$ cat config.mk
export PLATFORM = sky130hd
export DESIGN_NAME = fifo_rd_packer_flat
export DESIGN_NICKNAME = d
export VERILOG_FILES = /design/src/rtl/fifo_pkg.sv /design/src/rtl/fifo_rd_packer_if.sv /design/src/rtl/fifo_rd_packer_stats.sv /design/src/rtl/fifo_rd_packer.sv /design/src/flat_wrapper.sv
export SDC_FILE = /design/constraint.sdc
export NUM_CORES = 1
export LEC_CHECK = 0
export ABC_AREA = 1
export CAP_MARGIN = 5
export CORE_MARGIN = 4
export CORE_UTILIZATION = 39
export CTS_CLUSTER_DIAMETER = 50
export DETAILED_ROUTE_END_ITERATION = 12
export PLACE_DENSITY = 0.85
export REMOVE_ABC_BUFFERS = 1
export SLEW_MARGIN = 10
export SYNTH_ARGS = -nofsm -noshare
export SYNTH_HDL_FRONTEND = slang
export SYNTH_HIERARCHICAL = 1
export SYNTH_SLANG_ARGS = --single-unit
$ cat constraint.sdc
create_clock -name clk -period 1.3 [get_ports clk]
set_clock_uncertainty 0.1 [all_clocks]
set_input_delay 0.26 -clock clk [delete_from_list [all_inputs] [get_ports clk]]
set_output_delay 0.26 -clock clk [all_outputs]
set_load 0.05 [all_outputs]
$ cat src/rtl/fifo_pkg.sv
// Shared types and defaults for the FIFO read-side packer.
package fifo_pkg;

    localparam int unsigned DEF_FIFO_WIDTH = 16;
    localparam logic [DEF_FIFO_WIDTH-1:0] DEF_PAD_VALUE = 16'h0000;
    localparam int unsigned BEAT_CNT_W = 16;
    localparam int unsigned PAD_CNT_W  = 8;

    typedef enum logic [1:0] {EMPTY, HALF, FULL} pack_state_e;

    typedef logic [2*DEF_FIFO_WIDTH-1:0] beat_t;

endpackage

$ cat src/rtl/fifo_rd_packer_if.sv
// FIFO read port plus packed output stream; master is the packer side.
interface fifo_rd_packer_if #(
    parameter int unsigned FIFO_WIDTH = fifo_pkg::DEF_FIFO_WIDTH
);
    logic [FIFO_WIDTH-1:0]   fifo_data_out;
    logic                    fifo_empty;
    logic                    fifo_underflow;
    logic                    fifo_rd_en;
    logic [2*FIFO_WIDTH-1:0] out_data;
    logic                    out_valid;
    logic                    out_ready;
    logic                    out_partial;

    modport master (
        input  fifo_data_out, fifo_empty, fifo_underflow, out_ready,
        output fifo_rd_en, out_data, out_valid, out_partial
    );

    modport slave (
        output fifo_data_out, fifo_empty, fifo_underflow, out_ready,
        input  fifo_rd_en, out_data, out_valid, out_partial
    );
endinterface

$ cat src/rtl/fifo_rd_packer_stats.sv
// Accepted-beat and padded-beat counters; exists only when PACKER_STATS_EN is defined.
`ifdef PACKER_STATS_EN
module fifo_rd_packer_stats
    import fifo_pkg::*;
(
    input  logic                  clk,
    input  logic                  rst,
    input  logic                  beat_accept,
    input  logic                  pad_accept,
    output logic [BEAT_CNT_W-1:0] beat_count,
    output logic [PAD_CNT_W-1:0]  pad_count
);
    logic [BEAT_CNT_W-1:0] beat_q, beat_d;
    logic [PAD_CNT_W-1:0]  pad_q, pad_d;

    always_comb begin
        beat_d = beat_q;
        pad_d  = pad_q;
        if (beat_accept) begin
            beat_d = beat_q + BEAT_CNT_W'(1);
        end
        // Pad count saturates rather than wrapping.
        if (pad_accept && (pad_q != {PAD_CNT_W{1'b1}})) begin
            pad_d = pad_q + PAD_CNT_W'(1);
        end
    end

    always_ff @(posedge clk) begin
        if (rst) begin
            beat_q <= '0;
            pad_q  <= '0;
        end else begin
            beat_q <= beat_d;
            pad_q  <= pad_d;
        end
    end

    assign beat_count = beat_q;
    assign pad_count  = pad_q;
endmodule
`endif

$ cat src/rtl/fifo_rd_packer.sv
// Packs pairs of FIFO words into 32-bit beats, with flush-to-partial and sticky underflow.
// Optional PACKER_STATS_EN adds beat_count/pad_count outputs.
module fifo_rd_packer
    import fifo_pkg::*;
#(
    parameter int unsigned FIFO_WIDTH = DEF_FIFO_WIDTH,
    parameter logic [FIFO_WIDTH-1:0] PAD_VALUE = DEF_PAD_VALUE
) (
    input  logic                  clk,
    input  logic                  rst,
    input  logic                  flush,
    output logic                  err_underflow,
`ifdef PACKER_STATS_EN
    output logic [BEAT_CNT_W-1:0] beat_count,
    output logic [PAD_CNT_W-1:0]  pad_count,
`endif
    fifo_rd_packer_if.master      bus
);
    localparam int unsigned W = FIFO_WIDTH;

    pack_state_e    state_q, state_d;
    logic [1:0]     held_q, held_d;
    logic           pending_q, pending_d;
    logic           flush_req_q, flush_req_d;
    logic           err_q, err_d;
    logic           valid_q, valid_d;
    logic           partial_q, partial_d;
    logic [2*W-1:0] data_q, data_d;
    logic           rd_en, accept, flush_any;

    assign accept    = valid_q & bus.out_ready;
    assign flush_any = flush_req_q | flush;
    assign rd_en     = !rst && !bus.fifo_empty && !flush_req_q && (state_q != FULL) &&
                       (({1'b0, held_q} + {2'b00, pending_q}) < 3'd2);

    always_comb begin
        state_d     = state_q;
        held_d      = held_q;
        pending_d   = rd_en;
        flush_req_d = flush_any;
        err_d       = err_q;
        valid_d     = valid_q;
        partial_d   = partial_q;
        data_d      = data_q;

        if (accept) begin
            held_d    = 2'd0;
            valid_d   = 1'b0;
            partial_d = 1'b0;
        end

        if (pending_q) begin
            if (bus.fifo_underflow) begin
                err_d = 1'b1;
            end else if (held_q == 2'd0) begin
                data_d[W-1:0] = bus.fifo_data_out;
                held_d        = 2'd1;
            end else begin
                data_d[2*W-1:W] = bus.fifo_data_out;
                held_d          = 2'd2;
                valid_d         = 1'b1;
            end
        end

        // Flush sees the post-landing count and waits until no read is in flight.
        if (flush_any && !pending_d && !valid_d) begin
            if (held_d == 2'd0) begin
                flush_req_d = 1'b0;
            end else if (held_d == 2'd1) begin
                data_d[2*W-1:W] = PAD_VALUE;
                valid_d         = 1'b1;
                partial_d       = 1'b1;
            end
        end

        if (valid_d) begin
            state_d = FULL;
        end else if (held_d == 2'd1) begin
            state_d = HALF;
        end else begin
            state_d = EMPTY;
        end
    end

    always_ff @(posedge clk) begin
        if (rst) begin
            state_q     <= EMPTY;
            held_q      <= 2'd0;
            pending_q   <= 1'b0;
            flush_req_q <= 1'b0;
            err_q       <= 1'b0;
            valid_q     <= 1'b0;
            partial_q   <= 1'b0;
            data_q      <= '0;
        end else begin
            state_q     <= state_d;
            held_q      <= held_d;
            pending_q   <= pending_d;
            flush_req_q <= flush_req_d;
            err_q       <= err_d;
            valid_q     <= valid_d;
            partial_q   <= partial_d;
            data_q      <= data_d;
        end
    end

    assign bus.fifo_rd_en  = rd_en;
    assign bus.out_data    = data_q;
    assign bus.out_valid   = valid_q;
    assign bus.out_partial = partial_q;
    assign err_underflow   = err_q;

`ifdef PACKER_STATS_EN
    fifo_rd_packer_stats u_stats (
        .clk        (clk),
        .rst        (rst),
        .beat_accept(accept),
        .pad_accept (accept & partial_q),
        .beat_count (beat_count),
        .pad_count  (pad_count)
    );
`endif
endmodule

$ cat src/flat_wrapper.sv
// flat-port wrapper written by rule: the top's interface ports become plain ports
module fifo_rd_packer_flat import fifo_pkg::*;
#(
    parameter int unsigned FIFO_WIDTH = DEF_FIFO_WIDTH,
    parameter logic [FIFO_WIDTH-1:0] PAD_VALUE = DEF_PAD_VALUE
)
  (clk, rst, flush, err_underflow, bus_fifo_data_out, bus_fifo_empty, bus_fifo_underflow, bus_out_ready, bus_fifo_rd_en, bus_out_data, bus_out_valid, bus_out_partial);
  fifo_rd_packer_if #(.FIFO_WIDTH(FIFO_WIDTH)) bus_i ();
  input  logic clk;
  input  logic rst;
  input  logic flush;
  output logic err_underflow;
  input wire logic [$bits(bus_i.fifo_data_out)-1:0] bus_fifo_data_out;
  input wire logic [$bits(bus_i.fifo_empty)-1:0] bus_fifo_empty;
  input wire logic [$bits(bus_i.fifo_underflow)-1:0] bus_fifo_underflow;
  input wire logic [$bits(bus_i.out_ready)-1:0] bus_out_ready;
  output wire logic [$bits(bus_i.fifo_rd_en)-1:0] bus_fifo_rd_en;
  output wire logic [$bits(bus_i.out_data)-1:0] bus_out_data;
  output wire logic [$bits(bus_i.out_valid)-1:0] bus_out_valid;
  output wire logic [$bits(bus_i.out_partial)-1:0] bus_out_partial;
  assign bus_i.fifo_data_out = bus_fifo_data_out;
  assign bus_i.fifo_empty = bus_fifo_empty;
  assign bus_i.fifo_underflow = bus_fifo_underflow;
  assign bus_i.out_ready = bus_out_ready;
  assign bus_fifo_rd_en = bus_i.fifo_rd_en;
  assign bus_out_data = bus_i.out_data;
  assign bus_out_valid = bus_i.out_valid;
  assign bus_out_partial = bus_i.out_partial;
  fifo_rd_packer #(.FIFO_WIDTH(FIFO_WIDTH), .PAD_VALUE(PAD_VALUE)) u_core (.clk(clk), .rst(rst), .flush(flush), .err_underflow(err_underflow), .bus(bus_i));
endmodule
==> results.ini <==
[global_route]
grt.total_usage = 0.196
grt_max_degree = 13
grt-ovfl-total = 0
grt_pass1_wl_um = 7610
antenna_found_initial = 0
grt_pass1_vias = 1630

[yosys]
synth.cell_area_um2 = 1540
syn_area_per_cell_um2 = 8.59
yosys_warnings = 6
ys_ff_latch = 40
ys_seq_area_frac = 0.521
synth_cell_types = 22
syn_inst = 179

[power_and_ir_drop]
swShare = 0.286
p_leak_nw = 1.27
ir_worst_vdd_v = 0.000817
power.switching_mw = 0.813
clkPwrFrac = 0.301
powerDensity_nw_per_um2 = 987
p_int_mw = 2.03
p_seq_frac = 0.465
comb_power_share = 0.234

[cts]
cts-root-buf = clkbuf_8
cts_tree = built
htreeDepth = 2
clockBufferDepth = 2
clock_latency_ns = 0.29
cts.reportedPaths.clkPinSlew_ns = 0.07
cts_sinks = 40
cts_buffers = 5

[timing]
tightest_slew_ns = 0.276
relSlewSlack = 0.815
rsz0062_at_grt = true
period_share = 1.22
finalHoldViolations = 0
slew_viol_final = 0
fin_tns_setup_ns = -3.46
finalHoldWorstSlack_ns = 0.336
setup_viol = 29
period_needed_ns = 1.59
fmax_mhz = 630
postLayoutSetupSlackWorst_ns = -0.286

[die]
core.rowCount = 22
initial_core_util = 0.411
die_y_um = 70.8
pin_count = 58
die_x_um = 70.8
die-area_um2 = 5010
core_area_um2 = 3740

[worst_setup_path]
rr_worst_depth = 8
r2r-start = u_core/held_q[0]
required_ns = 0.94
crit_type = reg2out
crit_path_start_kind = register
cp-end-kind = output port
worst-path-max-fanout = 4
reg2reg_to = u_core/state_q[0]
r2r_slack_ns = -0.21
crit_arrival_ns = 1.23

[final_layout]
layout-drive-gt1-share = 0.374
finish.utilization = 0.769
multiInputGateArea_um2 = 729
final_area_um2 = 2880
ff_latch_area_um2 = 808
final_nets = 283
fillers = 242
area_delta_synth_final_pct = 87.3
antenna_cells = 0

[run]
drv_cap = 0

[placed_design]
placedInstanceArea_um2 = 2630
place.port_buffers = 57
globalplace.congestion = 0.839
hpwl_um = 3180

[drt]
wl_um = 4690
drtIter0Drc = 58
vias = 1495
drc = 0
firstDrtPassIters = 4
drtAntennaViolNets = 0
viasPerCell = 4.82
wl_per_cell_um = 15.1

[outcome]
outcome = finished with violations
violations = setup timing

[hold_path]
whs_path_depth = 3
hold_class = in2reg
hold_start = rst
min_to = u_core/held_q[0]

-- layout make-up --
class                           instances  share of cell area
Clock buffer                            7              0.0300
Clock inverter                          1             0.00261
Inverter                               14              0.0195
Multi-Input combinational cell        121               0.253
Sequential cell                        40               0.281
Tap cell                               48              0.0209
Timing Repair Buffer                   79               0.393
-- cell usage in the layout (no fill, tap or decap), types with 3 or more instances in the layout --
| master | Yosys | routed |
|---|---|---|
| buf_12 | 0 | 37 |
| buf_4 | 1 | 19 |
| clkbuf_8 | 0 | 6 |
| clkdlybuf4s50_1 | 0 | 17 |
| dfxtp_1 | 40 | 36 |
| dfxtp_2 | 0 | 3 |
| dlygate4sd2_1 | 0 | 4 |
| inv_1 | 13 | 11 |
| mux2i_1 | 16 | 16 |
| nand2_1 | 14 | 12 |
| nor2_1 | 49 | 46 |
| nor2_2 | 11 | 12 |
| nor2_4 | 1 | 3 |
| o21ai_0 | 18 | 11 |
| o21ai_1 | 0 | 6 |
-- critical path: stages (launching register included) --
cell	delay (ns)
dfxtp_4	0.37
nor2_4	0.11
nand2_2	0.07
nor2_2	0.13
buf_4	0.13
buf_12	0.12
-- stage by stage --
stage,cells,worst slack (ns),power (mW)
after CTS,310,-0.225,2.83
after global placement,296,-0.461,1.93
final,310,-0.286,2.84
after detailed placement,296,-0.527,1.95
after floorplan,174,-0.705,1.60
after global routing,310,-0.344,2.95
-- logic make-up (layout without fill, tap and decap cells) --
family	Yosys count	after routing	share of synthesized area
and+or+nand+nor	82	83	0.243
DFF	40	40	0.521
AOI/OAI and AO/OA	22	22	0.0749
buffers and inverters	19	101	0.0569
muxes	16	16	0.104
-- flip-flops by register name, indices dropped and copies added, names as in the netlist --
register and flops:
u_core/bus.out_data 32, u_core/state_q 2, u_core/bus.out_partial 1, u_core/pending_q 1, u_core/err_underflow 1, u_core/held_q 2
u_core/flush_req_q 1
-- timing repair --
action | in CTS | in global routing
gates cloned | 2 | 0
hold buffers | 0 | 0
gates resized for setup | 23 | 10
pin swaps | 10 | 5
setup endpoints to repair | 31 | 38
setup buffers | 4 | 0
-- worst max path at each step --
stage                                   from                      end  slack, ns  cells after the start
after floorplan            u_core/state_q[1]  u_core/bus.out_data[16]      -0.71                      7
after global placement    bus_fifo_underflow  u_core/bus.out_data[17]      -0.46                      7
after detailed placement  bus_fifo_underflow  u_core/bus.out_data[17]      -0.53                      8
after CTS                   u_core/held_q[0]           bus_fifo_rd_en      -0.22                      5
after global routing        u_core/held_q[1]           bus_fifo_rd_en      -0.34                      5
final                       u_core/held_q[1]           bus_fifo_rd_en      -0.29                      5
-- synth_stat cells (all sizes together) --
cell type,count,area share
inv,14,0.034
a21oi,3,0.012
o21ai,18,0.059
dfxtp,40,0.52
and2,1,0.0057
buf,4,0.020
nor2,61,0.17
a31oi,1,0.0041
mux2i,16,0.10
nand3,3,0.013
nand2,17,0.053
clkbuf,1,0.0024
-- power by group through the flow --
stage	Sequential, mW	Clock, mW	Combinational, mW
after floorplan	1.46	0	0.146
after detailed placement	1.35	0	0.601
final	1.32	0.855	0.665
after global routing	1.33	0.928	0.700
after CTS	1.32	0.861	0.652
after global placement	1.34	0	0.586
-- metal layers --
metal | vias up | wire length (µm) | global-route usage | share of wire
li1 | 734 | - | - | -
met1 | 706 | 1780 | 0.205 | 0.38
met2 | 46 | 2540 | 0.357 | 0.54
met3 | 9 | 272 | 0.0554 | 0.058
met4 | 0 | 100 | 0.0939 | 0.021
met5 | - | 0 | 0 | 0
Power figures use the tool's default switching activity.
